`config.mk`:
```
export PLATFORM = sky130hd
export DESIGN_NAME = song_reader
export DESIGN_NICKNAME = d
export VERILOG_FILES = /design/src/rtl/song_reader.sv
export SDC_FILE = /design/constraint.sdc
export NUM_CORES = 1
export LEC_CHECK = 0
export ABC_CLOCK_PERIOD_IN_PS = 5540
export BUFFER_PORTS_ARGS = -buffer_cell sky130_fd_sc_hd__buf_2
export CAP_MARGIN = 10
export CORE_ASPECT_RATIO = 1.75
export CORE_MARGIN = 5
export CORE_UTILIZATION = 45
export DETAILED_ROUTE_END_ITERATION = 8
export PLACE_DENSITY = 0.73
export SETUP_SLACK_MARGIN = 0.15
export SYNTH_ARGS = -nofsm -noshare
export SYNTH_HDL_FRONTEND = slang
export SYNTH_SLANG_ARGS = --single-unit
```
`constraint.sdc`:
```
create_clock -name i_clk -period 5.54 [get_ports i_clk]
set_input_delay 1.385 -clock i_clk [delete_from_list [all_inputs] [get_ports i_clk]]
set_output_delay 1.385 -clock i_clk [all_outputs]
set_load 0.01 [all_outputs]
```
`src/rtl/song_reader.sv`:
```
// Song sequencer: walks one 32-entry song of the song ROM, issuing each
// entry to the note player and waiting for its completion before the next fetch.
module song_reader #(
    parameter int SONG_BITS = 2,
    parameter int IDX_BITS  = 5,
    parameter int NOTE_W    = 6,
    parameter int DUR_W     = 6
) (
    input  logic                          i_clk,
    input  logic                          i_rst_n,
    input  logic                          i_play,
    input  logic [SONG_BITS-1:0]          i_song,
    input  logic                          i_note_done,
    output logic [SONG_BITS+IDX_BITS-1:0] o_rom_addr,
    input  logic [NOTE_W+DUR_W-1:0]       i_rom_dout,
    output logic [NOTE_W-1:0]             o_note,
    output logic [DUR_W-1:0]              o_duration,
    output logic                          o_new_note,
    output logic                          o_song_done
);

    localparam logic [2:0] S_IDLE  = 3'd0;
    localparam logic [2:0] S_FETCH = 3'd1;
    localparam logic [2:0] S_LATCH = 3'd2;
    localparam logic [2:0] S_WAIT  = 3'd3;
    localparam logic [2:0] S_DONE  = 3'd4;

    localparam logic [IDX_BITS-1:0]  IDX_ZERO  = {IDX_BITS{1'b0}};
    localparam logic [IDX_BITS-1:0]  IDX_ONE   = {{(IDX_BITS-1){1'b0}}, 1'b1};
    localparam logic [IDX_BITS-1:0]  IDX_LAST  = {IDX_BITS{1'b1}};
    localparam logic [SONG_BITS-1:0] SONG_ZERO = {SONG_BITS{1'b0}};
    localparam logic [NOTE_W-1:0]    NOTE_ZERO = {NOTE_W{1'b0}};
    localparam logic [DUR_W-1:0]     DUR_ZERO  = {DUR_W{1'b0}};

    logic [2:0]                   r_state;
    logic [IDX_BITS-1:0]          r_idx;
    logic [SONG_BITS-1:0]         r_song_q;
    logic [SONG_BITS+IDX_BITS-1:0] r_rom_addr;
    logic [NOTE_W-1:0]            r_note;
    logic [DUR_W-1:0]             r_duration;
    logic                         r_new_note;
    logic                         r_song_done;

    logic [NOTE_W-1:0]   w_rom_note;
    logic [DUR_W-1:0]    w_rom_dur;
    logic                w_issue;
    logic                w_advance;
    logic                w_last;
    logic [IDX_BITS-1:0] w_adv_idx;
    logic [2:0]          w_adv_state;

    assign w_rom_note = i_rom_dout[NOTE_W+DUR_W-1:DUR_W];
    assign w_rom_dur  = i_rom_dout[DUR_W-1:0];

    // A zero-duration entry is skipped and advances exactly like a finished note.
    assign w_issue   = (r_state == S_LATCH) && (w_rom_dur != DUR_ZERO);
    assign w_advance = ((r_state == S_LATCH) && (w_rom_dur == DUR_ZERO)) ||
                       ((r_state == S_WAIT) && i_note_done && !r_new_note);

    assign w_last      = (r_idx == IDX_LAST);
    assign w_adv_idx   = w_last ? IDX_ZERO : (r_idx + IDX_ONE);
    assign w_adv_state = w_last ? S_DONE : (i_play ? S_FETCH : S_IDLE);

    // Sequencer state, entry index, ROM address and output registers.
    always_ff @(posedge i_clk) begin
        if (!i_rst_n) begin
            r_state     <= S_IDLE;
            r_idx       <= IDX_ZERO;
            r_song_q    <= SONG_ZERO;
            r_rom_addr  <= {SONG_ZERO, IDX_ZERO};
            r_note      <= NOTE_ZERO;
            r_duration  <= DUR_ZERO;
            r_new_note  <= 1'b0;
            r_song_done <= 1'b0;
        end else begin
            r_new_note  <= 1'b0;
            r_song_done <= 1'b0;
            case (r_state)
                S_IDLE: begin
                    if (i_song != r_song_q) begin
                        r_song_q   <= i_song;
                        r_idx      <= IDX_ZERO;
                        r_rom_addr <= {i_song, IDX_ZERO};
                    end else if (i_play) begin
                        r_state <= S_FETCH;
                    end else begin
                        r_state <= S_IDLE;
                    end
                end
                S_FETCH: begin
                    r_state <= S_LATCH;
                end
                S_LATCH, S_WAIT: begin
                    if (w_issue) begin
                        r_note     <= w_rom_note;
                        r_duration <= w_rom_dur;
                        r_new_note <= 1'b1;
                        r_state    <= S_WAIT;
                    end else if (w_advance) begin
                        r_idx       <= w_adv_idx;
                        r_rom_addr  <= {r_song_q, w_adv_idx};
                        r_state     <= w_adv_state;
                        r_song_done <= w_last;
                    end else begin
                        r_state <= r_state;
                    end
                end
                S_DONE: begin
                    // No auto-repeat: play has to drop before a new run can start.
                    if (!i_play) begin
                        r_state <= S_IDLE;
                    end else begin
                        r_state <= S_DONE;
                    end
                end
                default: begin
                    r_state <= S_IDLE;
                end
            endcase
        end
    end

    assign o_rom_addr  = r_rom_addr;
    assign o_note      = r_note;
    assign o_duration  = r_duration;
    assign o_new_note  = r_new_note;
    assign o_song_done = r_song_done;

endmodule

```
==> tab_implementation.tex, run 1 <==
\begin{tabular}{lr}
\hline
Metric & Value \\
\hline
\multicolumn{2}{l}{\textbf{Run status}} \\
\quad Outcome & finished, final reports clean \\
\multicolumn{2}{l}{\textbf{CTS}} \\
\quad Root buffer cell & sky130\_fd\_sc\_hd\_\_clkbuf\_8 \\
\quad CTS Hold Bufs & 0 \\
\quad Max H-tree Level & 1 \\
\quad CTS Buf Count & 3 \\
\quad CTS tree & built \\
\quad Clock Pin Slew Worst Setup and Hold Paths & 0.08 ns \\
\quad Maximum buffer depth of the clock tree & 2 \\
\quad Number of sinks handled by clock tree synthesis & 26 \\
\quad Cells resized by post-CTS repair & 0 \\
\quad Post-CTS Setup Bufs & 0 \\
\quad Source-to-sink clock delay at the later pin of the worst-skew pair & around 0.27 ns \\
\multicolumn{2}{l}{\textbf{Pwr}} \\
\quad Overall power of the completed layout & around 420 uW \\
\quad Largest voltage drop on the vdd net & 192 uV \\
\quad Power density of the placed cells & about 290 nW/um2 \\
\quad Leakage dissipation & between 0.0006 and 0.0007 uW \\
\multicolumn{2}{l}{\textbf{Setup path}} \\
\quad Buffers and inverters on the worst path & 2 \\
\quad Required time of the critical path & approximately 5.8 ns \\
\quad Arrival time worst endpoint & 2.78 ns \\
\quad CP Cell Sequence & buf\_2, clkinv\_1, a2111oi\_0, a31o\_2 \\
\quad Path length in cells of the critical path & 4 \\
\quad Reg2reg path depth & 6 \\
\quad Largest fanout on the critical path & 19 \\
\quad Master of the slowest instance on the critical path & sky130\_fd\_sc\_hd\_\_a2111oi\_0 \\
\quad Worst Path Class, Setup & in -> reg \\
\quad Critical path launch point type & input pin \\
\quad Family of cells with the greatest summed delay on the critical path & compound AO/OA/AOI/OAI gates \\
\quad CP peak stage delay & about 0.53 ns \\
\quad Worst Setup End Kind & register \\
\multicolumn{2}{l}{\textbf{GRT}} \\
\quad Pin count of the biggest net entering global routing & 20 \\
\quad Wire length of the first global-routing pass & 4650 um \\
\quad Total track usage & between 10\% and 20\% \\
\quad Gr ovfl total & 0 \\
\quad Number of global-route vias before repair & between 1000 and 1500 \\
\quad Initial antenna violation count & 0 \\
\multicolumn{2}{l}{\textbf{Yosys}} \\
\quad Post-synth top flop & sky130\_fd\_sc\_hd\_\_dfxtp\_1 \\
\quad Number of distinct library cells after synthesis & slightly above 40 \\
\quad Fraction of the yosys area taken by sequential cells & between 40\% and 50\% \\
\quad Nets in the synthesized netlist & roughly 150 \\
\quad Avg Cell Area, Syn & about 9.4 um2 \\
\quad Number of warnings printed during yosys synthesis & 0 \\
\quad Fraction of synthesis flops using an asynchronous set or reset pin & 0\% \\
\quad Count of state elements after synthesis & 26 \\
\quad Mapped Cells & roughly 130 \\
\quad Count of flip-flops with a built-in enable after synthesis & 0 \\
\quad Mapped Area & approximately 1300 um2 \\
\multicolumn{2}{l}{\textbf{Timing}} \\
\quad Post-route minimum period & 2.57 ns \\
\quad Final worst setup slack & $\sim$3.0 ns \\
\quad Clock tree skew after final layout & approximately 0.0011 ns \\
\quad Final hold viol count & 0 \\
\quad Max-slew violations & 0 \\
\quad Final setup vio count & 0 \\
\quad Setup TNS Final & 0 ns \\
\quad Slew @ Worst Pin & 0.803 ns \\
\quad Worst-case headroom to the max-slew limit & a little under half \\
\quad Max Clock Freq & 0.390 GHz \\
\quad RSZ-0062 raised after global routing & false \\
\quad Final period utilization & between 40\% and 50\% \\
\multicolumn{2}{l}{\textbf{Drt}} \\
\quad Met2 wire length & roughly 1400 um \\
\quad Uppermost layer routed & met4 \\
\quad Post-route DRC & 0 \\
\quad First-pass iteration count of the detailed router & 4 \\
\quad Met1 wire length & between 1000 and 1500 um \\
\quad Routed Antenna Nets & 0 \\
\quad Vias per cell & $\sim$5.6 \\
\quad Vias after detailed routing & $\sim$1100 \\
\quad Routed met3 length & around 180 um \\
\quad Number of DRC markers in iteration 0 & 21 \\
\quad DRT Wirelength & $\sim$2700 um \\
\quad Routed wirelength normalized by instance count & approximately 14 um \\
\multicolumn{2}{l}{\textbf{Cells and area}} \\
\quad Antenna Cells & 0 \\
\quad Final core utilization & 55.1\% \\
\quad Layout Nets & 190 \\
\quad Leading cell type in the layout, fill and taps excluded & sky130\_fd\_sc\_hd\_\_buf\_2 \\
\quad Commonest cells after routing, fill and taps aside & sky130\_fd\_sc\_hd\_\_buf\_2, sky130\_fd\_sc\_hd\_\_dfxtp\_1, sky130\_fd\_sc\_hd\_\_nand2\_1, sky130\_fd\_sc\_hd\_\_mux2i\_1, sky130\_fd\_sc\_hd\_\_nor2\_1 \\
\quad Signed area change from the synthesized netlist to the final layout & 17.3\% \\
\quad FF/Latch Area & about 520 um2 \\
\quad Count of filler cells inserted in the layout & around 260 \\
\quad Fraction of final layout cells with drive strength greater than 1 & 28.6\% \\
\quad Area occupied by multi-input gates & approximately 690 um2 \\
\multicolumn{2}{l}{\textbf{Floorplan}} \\
\quad Vertical die dimension & roughly 80 um \\
\quad Horizontal die dimension & 50.1 um \\
\quad Top-level I/O count & 39 \\
\quad Die area & $\sim$4000 um2 \\
\quad Core ar. & 2690 um2 \\
\quad \# rows & 25 \\
\quad Initial cell density of the core & 47.0\% \\
\multicolumn{2}{l}{\textbf{Placement}} \\
\quad Detailed placer's ending HPWL & roughly 2100 um \\
\quad Port Buffers & 38 \\
\quad Worst setup slack after placement & between 2 and 3 ns \\
\quad Final RePlAce weighted congestion & between 0.8 and 0.9 \\
\multicolumn{2}{l}{\textbf{Min path}} \\
\quad Cell depth of the worst min-delay path & 2 \\
\quad Path class of the lowest-slack min-delay path & reg -> reg \\
\multicolumn{2}{l}{\textbf{Run}} \\
\quad Number of max-capacitance violations reported & 0 \\
\hline
\end{tabular}
-- worst reg2reg max path, delay by kind of cell, from the launching register on --
family	cells	cell delay, ns
fa+ha+maj	2	0.46
compound gates	1	0.21
flops	1	0.35
simple gates	3	0.99
-- per-stage QoR --
step	hold slack, ns	std cells	instance area, um2
2_1_floorplan	0.494	134	1260
3_3_place_gp	0.461	192	1440
3_5_place_dp	0.467	192	1440
4_1_cts	0.480	195	1480
5_1_grt	0.518	195	1480
6_report	0.480	195	1480
-- power by group --
group / internal, uW / leakage [uW] / switching [uW]
Sequential: 201 / 0.000211 / 13.3
Clock: 48.7 / 0.0000216 / 55.7
Combinational: 49.1 / 0.000447 / 55.4
-- final cells by class --
class / count / area share, %
clock buffers: 3 / 2.78
inverters: 2 / 0.506
multi-input cells: 99 / 46.5
flip-flops and latches: 26 / 35.1
well taps: 27 / 2.28
repair buffers: 38 / 12.8
-- cells by family (layout without fill, tap and decap cells) --
kind of cell,after synthesis,in the layout,synth area share (%)
xor+xnor,2,2,1.39
fa+ha+maj,2,2,1.98
compound gates,22,22,14.0
simple gates,56,56,23.8
flops,26,26,41.2
mux,17,17,13.5
buf+inv,9,43,4.26
-- cells in the mapped netlist (all sizes together), types with 2 or more instances --
library cell	count	share of area [%]
dfxtp	26	41
mux2i	17	13
nand2	17	5.0
nor2	15	4.5
a21oi	5	2.0
nand2b	5	2.5
buf	4	2.8
a21o	3	1.8
clkbuf	3	0.89
nand3	3	1.2
or3	3	1.5
a2111oi	2	1.4
a31o	2	1.4
a31oi	2	1.5
ha	2	2.0
nor2b	2	0.99
nor3b	2	1.6
xnor2	2	1.4
-- registers in the layout, summed over array words and instances, names as in the netlist --
| name | flops |
|---|---|
| o_duration | 6 |
| o_new_note | 1 |
| o_note | 6 |
| o_rom_addr | 3 |
| o_song_done | 1 |
| r_idx | 4 |
| r_song_q | 2 |
| r_state | 3 |
-- metal layers --
| metal | up-vias | track usage (%) |
|---|---|---|
| met5 | - | 0 |
| met1 | 501 | 14.8 |
| met4 | 0 | 6.82 |
| met2 | 34 | 26.1 |
| li1 | 546 | - |
| met3 | 4 | 4.45 |
-- worst paths after layout --
path                                            startpoint                          to  slack [ns]
worst max-delay path                               i_rst_n  o_rom_addr[6]$_SDFFE_PN0P_        2.97
worst min-delay path            o_duration[3]$_SDFFE_PN0P_  o_duration[3]$_SDFFE_PN0P_        0.48
worst max register to register       r_idx[0]$_SDFFE_PN0P_       r_idx[3]$_SDFFE_PN0P_        3.44
worst min register to register  o_duration[3]$_SDFFE_PN0P_  o_duration[3]$_SDFFE_PN0P_        0.48
Power figures use the tool's default switching activity.
==> run 2: changes to the inputs <==
--- a/config.mk
+++ b/config.mk
@@ -5,14 +5,15 @@
 export SDC_FILE = /design/constraint.sdc
 export NUM_CORES = 1
 export LEC_CHECK = 0
-export ABC_CLOCK_PERIOD_IN_PS = 5540
+export ABC_AREA = 1
+export ABC_CLOCK_PERIOD_IN_PS = 2300
 export BUFFER_PORTS_ARGS = -buffer_cell sky130_fd_sc_hd__buf_2
 export CAP_MARGIN = 10
 export CORE_ASPECT_RATIO = 1.75
 export CORE_MARGIN = 5
 export CORE_UTILIZATION = 45
 export DETAILED_ROUTE_END_ITERATION = 8
-export PLACE_DENSITY = 0.73
+export PLACE_DENSITY = 0.75
 export SETUP_SLACK_MARGIN = 0.15
 export SYNTH_ARGS = -nofsm -noshare
 export SYNTH_HDL_FRONTEND = slang
==> constraint.sdc (replaced) <==
create_clock -name i_clk -period 2.3 [get_ports i_clk]
set_input_delay 0.575 -clock i_clk [delete_from_list [all_inputs] [get_ports i_clk]]
set_output_delay 0.575 -clock i_clk [all_outputs]
set_load 0.01 [all_outputs]
==> run 2 against run 1 <==
Against the previous run:
- final area grew 3.7%
- clock skew grew 0.0025 ns
- sequential power grew to 2.6 times the previous value
- critical path type is now reg -> reg
- largest power group unchanged
==> tab_implementation.tex, run 2 <==
\begin{tabular}{lr}
\hline
Metric & Value \\
\hline
\multicolumn{2}{l}{\textbf{Yosys}} \\
\quad Number of distinct library cells after synthesis & 24 \\
\quad Fraction of the yosys area taken by sequential cells & between 40\% and 50\% \\
\quad Avg Cell Area, Syn & a little over 7 um2 \\
\quad Area share of the largest cell type after synthesis & around 40\% \\
\quad Leading area contributor after synthesis & sky130\_fd\_sc\_hd\_\_dfxtp\_1 \\
\quad Mapped Cells & approximately 180 \\
\quad Dominant cell by count in the synthesized netlist & sky130\_fd\_sc\_hd\_\_nor2\_1 \\
\quad Leading post-synthesis cells by instance count & sky130\_fd\_sc\_hd\_\_nor2\_1, sky130\_fd\_sc\_hd\_\_nand2\_1, sky130\_fd\_sc\_hd\_\_dfxtp\_1 \\
\quad Cells taking the most area after synthesis & sky130\_fd\_sc\_hd\_\_dfxtp\_1, sky130\_fd\_sc\_hd\_\_nor2\_1, sky130\_fd\_sc\_hd\_\_nand2\_1 \\
\quad Number of warnings printed during yosys synthesis & 0 \\
\quad Fraction of synthesis flops using an asynchronous set or reset pin & 0\% \\
\quad Count of state elements after synthesis & 26 \\
\quad Post-synth top flop & sky130\_fd\_sc\_hd\_\_dfxtp\_1 \\
\quad Mapped Area & around 1300 um2 \\
\quad Nets in the synthesized netlist & slightly below 200 \\
\quad Count of flip-flops with a built-in enable after synthesis & 0 \\
\multicolumn{2}{l}{\textbf{Min path}} \\
\quad Worst Hold Launch & o\_duration[3]\$\_SDFFE\_PN0P\_ \\
\quad Destination of the worst hold path & o\_duration[3]\$\_SDFFE\_PN0P\_ \\
\quad Path class of the lowest-slack min-delay path & reg -> reg \\
\quad Cell depth of the worst min-delay path & 2 \\
\multicolumn{2}{l}{\textbf{Timing}} \\
\quad Slew @ Worst Pin & $\sim$0.36 ns \\
\quad Final period utilization & 74.1\% \\
\quad Final hold viol count & 0 \\
\quad Final setup vio count & 0 \\
\quad Clock tree skew after final layout & approximately 0.0036 ns \\
\quad Max Clock Freq & between 0.5 and 0.6 GHz \\
\quad Setup TNS Final & 0 ns \\
\quad Max-slew violations & 0 \\
\quad Worst-case headroom to the max-slew limit & between 70\% and 80\% \\
\quad Post-route minimum period & about 1.7 ns \\
\quad RSZ-0062 raised after global routing & false \\
\multicolumn{2}{l}{\textbf{Drt}} \\
\quad First-pass iteration count of the detailed router & 4 \\
\quad Routed Antenna Nets & 0 \\
\quad Vias after detailed routing & $\sim$1200 \\
\quad Post-route DRC & 0 \\
\quad Number of DRC markers in iteration 0 & 9 \\
\quad Routed wirelength normalized by instance count & around 12 um \\
\quad Vias per cell & 4.96 \\
\quad DRT Wirelength & between 2000 and 3000 um \\
\multicolumn{2}{l}{\textbf{Floorplan}} \\
\quad Horizontal die dimension & between 50 and 60 um \\
\quad Initial cell density of the core & between 40\% and 50\% \\
\quad Die area & just over 4000 um2 \\
\quad Core ar. & about 2800 um2 \\
\quad Vertical die dimension & between 80 and 90 um \\
\quad Top-level I/O count & 39 \\
\quad \# rows & 25 \\
\multicolumn{2}{l}{\textbf{GRT}} \\
\quad Wire length of the first global-routing pass & 4640 um \\
\quad Number of global-route vias before repair & 1131 \\
\quad Initial antenna violation count & 0 \\
\quad Pin count of the biggest net entering global routing & 23 \\
\quad Total track usage & around 14\% \\
\quad Gr ovfl total & 0 \\
\multicolumn{2}{l}{\textbf{Placement}} \\
\quad Detailed placer's ending HPWL & 2120 um \\
\quad Port Buffers & 38 \\
\quad Final RePlAce weighted congestion & approximately 0.74 \\
\multicolumn{2}{l}{\textbf{Setup path}} \\
\quad Worst Path Class, Setup & reg -> reg \\
\quad Arrival time worst endpoint & 1.87 ns \\
\quad Capture instance of the worst register-to-register path & r\_state[0]\$\_SDFFE\_PN0P\_ \\
\quad Setup slack on the worst flop-to-flop path & 0.60 ns \\
\quad Worst Setup End Kind & register \\
\quad Critical path launch point type & register \\
\quad Reg2reg path depth & 11 \\
\quad Startpoint of the most critical register-to-register path & r\_idx[0]\$\_SDFFE\_PN0P\_ \\
\quad Required time of the critical path & $\sim$2.5 ns \\
\quad CP Launch Point & r\_idx[0]\$\_SDFFE\_PN0P\_ \\
\quad Largest fanout on the critical path & 5 \\
\multicolumn{2}{l}{\textbf{CTS}} \\
\quad Number of sinks handled by clock tree synthesis & 26 \\
\quad Cells resized by post-CTS repair & 0 \\
\quad Root buffer cell & sky130\_fd\_sc\_hd\_\_clkbuf\_8 \\
\quad CTS Buf Count & 3 \\
\quad CTS Hold Bufs & 0 \\
\quad Maximum buffer depth of the clock tree & 2 \\
\quad Clock Pin Slew Worst Setup and Hold Paths & about 0.090 ns \\
\quad Max H-tree Level & 1 \\
\quad CTS tree & built \\
\quad Post-CTS Setup Bufs & 0 \\
\quad Source-to-sink clock delay at the later pin of the worst-skew pair & 0.27 ns \\
\multicolumn{2}{l}{\textbf{Cells and area}} \\
\quad Commonest cells after routing, fill and taps aside & sky130\_fd\_sc\_hd\_\_nor2\_1, sky130\_fd\_sc\_hd\_\_buf\_2, sky130\_fd\_sc\_hd\_\_nand2\_1, sky130\_fd\_sc\_hd\_\_dfxtp\_1, sky130\_fd\_sc\_hd\_\_inv\_1 \\
\quad Layout Nets & around 240 \\
\quad Fraction of final layout cells with drive strength greater than 1 & 31.9\% \\
\quad Count of filler cells inserted in the layout & about 280 \\
\quad Antenna Cells & 0 \\
\quad Signed area change from the synthesized netlist to the final layout & 18.3\% \\
\multicolumn{2}{l}{\textbf{Pwr}} \\
\quad Power density of the placed cells & between 800 and 900 nW/um2 \\
\quad Largest voltage drop on the vdd net & 493 uV \\
\quad Overall power of the completed layout & about 1200 uW \\
\quad Switching part of the total power & 33.9\% \\
\quad Logic pwr share & slightly above 30\% \\
\quad Clk pwr share & 24.0\% \\
\quad Internal power of the cells & 819 uW \\
\quad Switching Power & about 420 uW \\
\quad Leakage dissipation & between 0.0007 and 0.0008 uW \\
\quad Seq pwr share & between 40\% and 50\% \\
\multicolumn{2}{l}{\textbf{Run}} \\
\quad Number of max-capacitance violations reported & 0 \\
\multicolumn{2}{l}{\textbf{Run status}} \\
\quad Outcome & finished, final reports clean \\
\hline
\end{tabular}
==> run 2: cell count changes in the layout (fill, tap and decap cells not counted), moves of 6 or more <==
| cell | change |
|---|---|
| sky130_fd_sc_hd__o21ai_0 | +6 |
| sky130_fd_sc_hd__mux2i_1 | -17 |
| sky130_fd_sc_hd__nand2_1 | +17 |
| sky130_fd_sc_hd__inv_1 | +16 |
| sky130_fd_sc_hd__nor2_1 | +23 |
| sky130_fd_sc_hd__nand2_2 | +6 |
| sky130_fd_sc_hd__o21ai_1 | +8 |
==> run 2: worst max-delay path: stages (launching register included) <==
cell and delay, ns:
sky130_fd_sc_hd__dfxtp_1 0.43, sky130_fd_sc_hd__ha_1 0.20, sky130_fd_sc_hd__nand2_1 0.08, sky130_fd_sc_hd__nor2_1 0.11, sky130_fd_sc_hd__ha_1 0.22, sky130_fd_sc_hd__inv_1 0.10, sky130_fd_sc_hd__nand2_1 0.11, sky130_fd_sc_hd__nand2_1 0.06
sky130_fd_sc_hd__nand2_1 0.06, sky130_fd_sc_hd__nand2_1 0.05, sky130_fd_sc_hd__a21oi_1 0.14, sky130_fd_sc_hd__nor2_1 0.05
==> run 2: cells by family (layout without fill, tap and decap cells) <==
| family | count (synthesis) | in the layout | share of synthesized area [%] |
|---|---|---|---|
| AND/OR/NAND/NOR | 99 | 99 | 36.6 |
| AO/OA/AOI/OAI | 26 | 26 | 11.8 |
| flip-flops | 26 | 26 | 40.0 |
| buffers and inverters | 25 | 62 | 8.95 |
| adder cells (fa/ha/maj) | 2 | 2 | 1.92 |
| XOR/XNOR | 1 | 1 | 0.674 |
==> run 2: worst max path at each step <==
stage | endpoint | slack [ns] | cells after the start
finish | r_state[0]$_SDFFE_PN0P_ | 0.60 | 11
global route | r_state[0]$_SDFFE_PN0P_ | 0.41 | 11
CTS | r_state[0]$_SDFFE_PN0P_ | 0.60 | 11
detailed placement | o_note[2]$_SDFFE_PN0P_ | 0.51 | 9
global placement | r_state[1]$_SDFFE_PN0P_ | 0.53 | 9
floorplan | r_state[0]$_SDFFE_PN0P_ | 0.80 | 11
==> run 2: cell type report <==
type | instances | area [um2] | share of cell area (%)
Clock buffer | 4 | 55.1 | 3.58
Multi-Input combinational cell | 128 | 663 | 43.1
Sequential cell | 26 | 520 | 33.8
Inverter | 20 | 75.1 | 4.88
Tap cell | 27 | 33.8 | 2.20
Timing Repair Buffer | 38 | 190 | 12.4
==> run 2: per-layer routing <==
metal  part of all wire [%]  up-vias  track usage [%]
met5                      0        -                0
met4                   0.96        0             7.16
met1                     39      533             14.0
li1                       -      635                -
met3                    6.6        2             2.20
met2                     53       36             27.4
==> run 2: power by group through the flow <==
stage,clock network [uW],registers [uW],logic (uW)
final,297,555,387
after global routing,326,564,433
after CTS,308,556,393
after detailed placement,0,566,391
after global placement,0,564,387
after floorplan,0,586,280
==> run 2: metrics by stage <==
stage               cells  setup WS, ns  cell area [um2]  util (%)  hold slack, ns
finish                243         0.596             1540      55.9           0.480
detailed placement    239         0.513             1480      53.9           0.466
global placement      239         0.532             1480      53.9           0.448
global route          243         0.406             1540      55.9           0.497
CTS                   243         0.600             1540      55.9           0.480
floorplan             179         0.805             1300         -           0.462
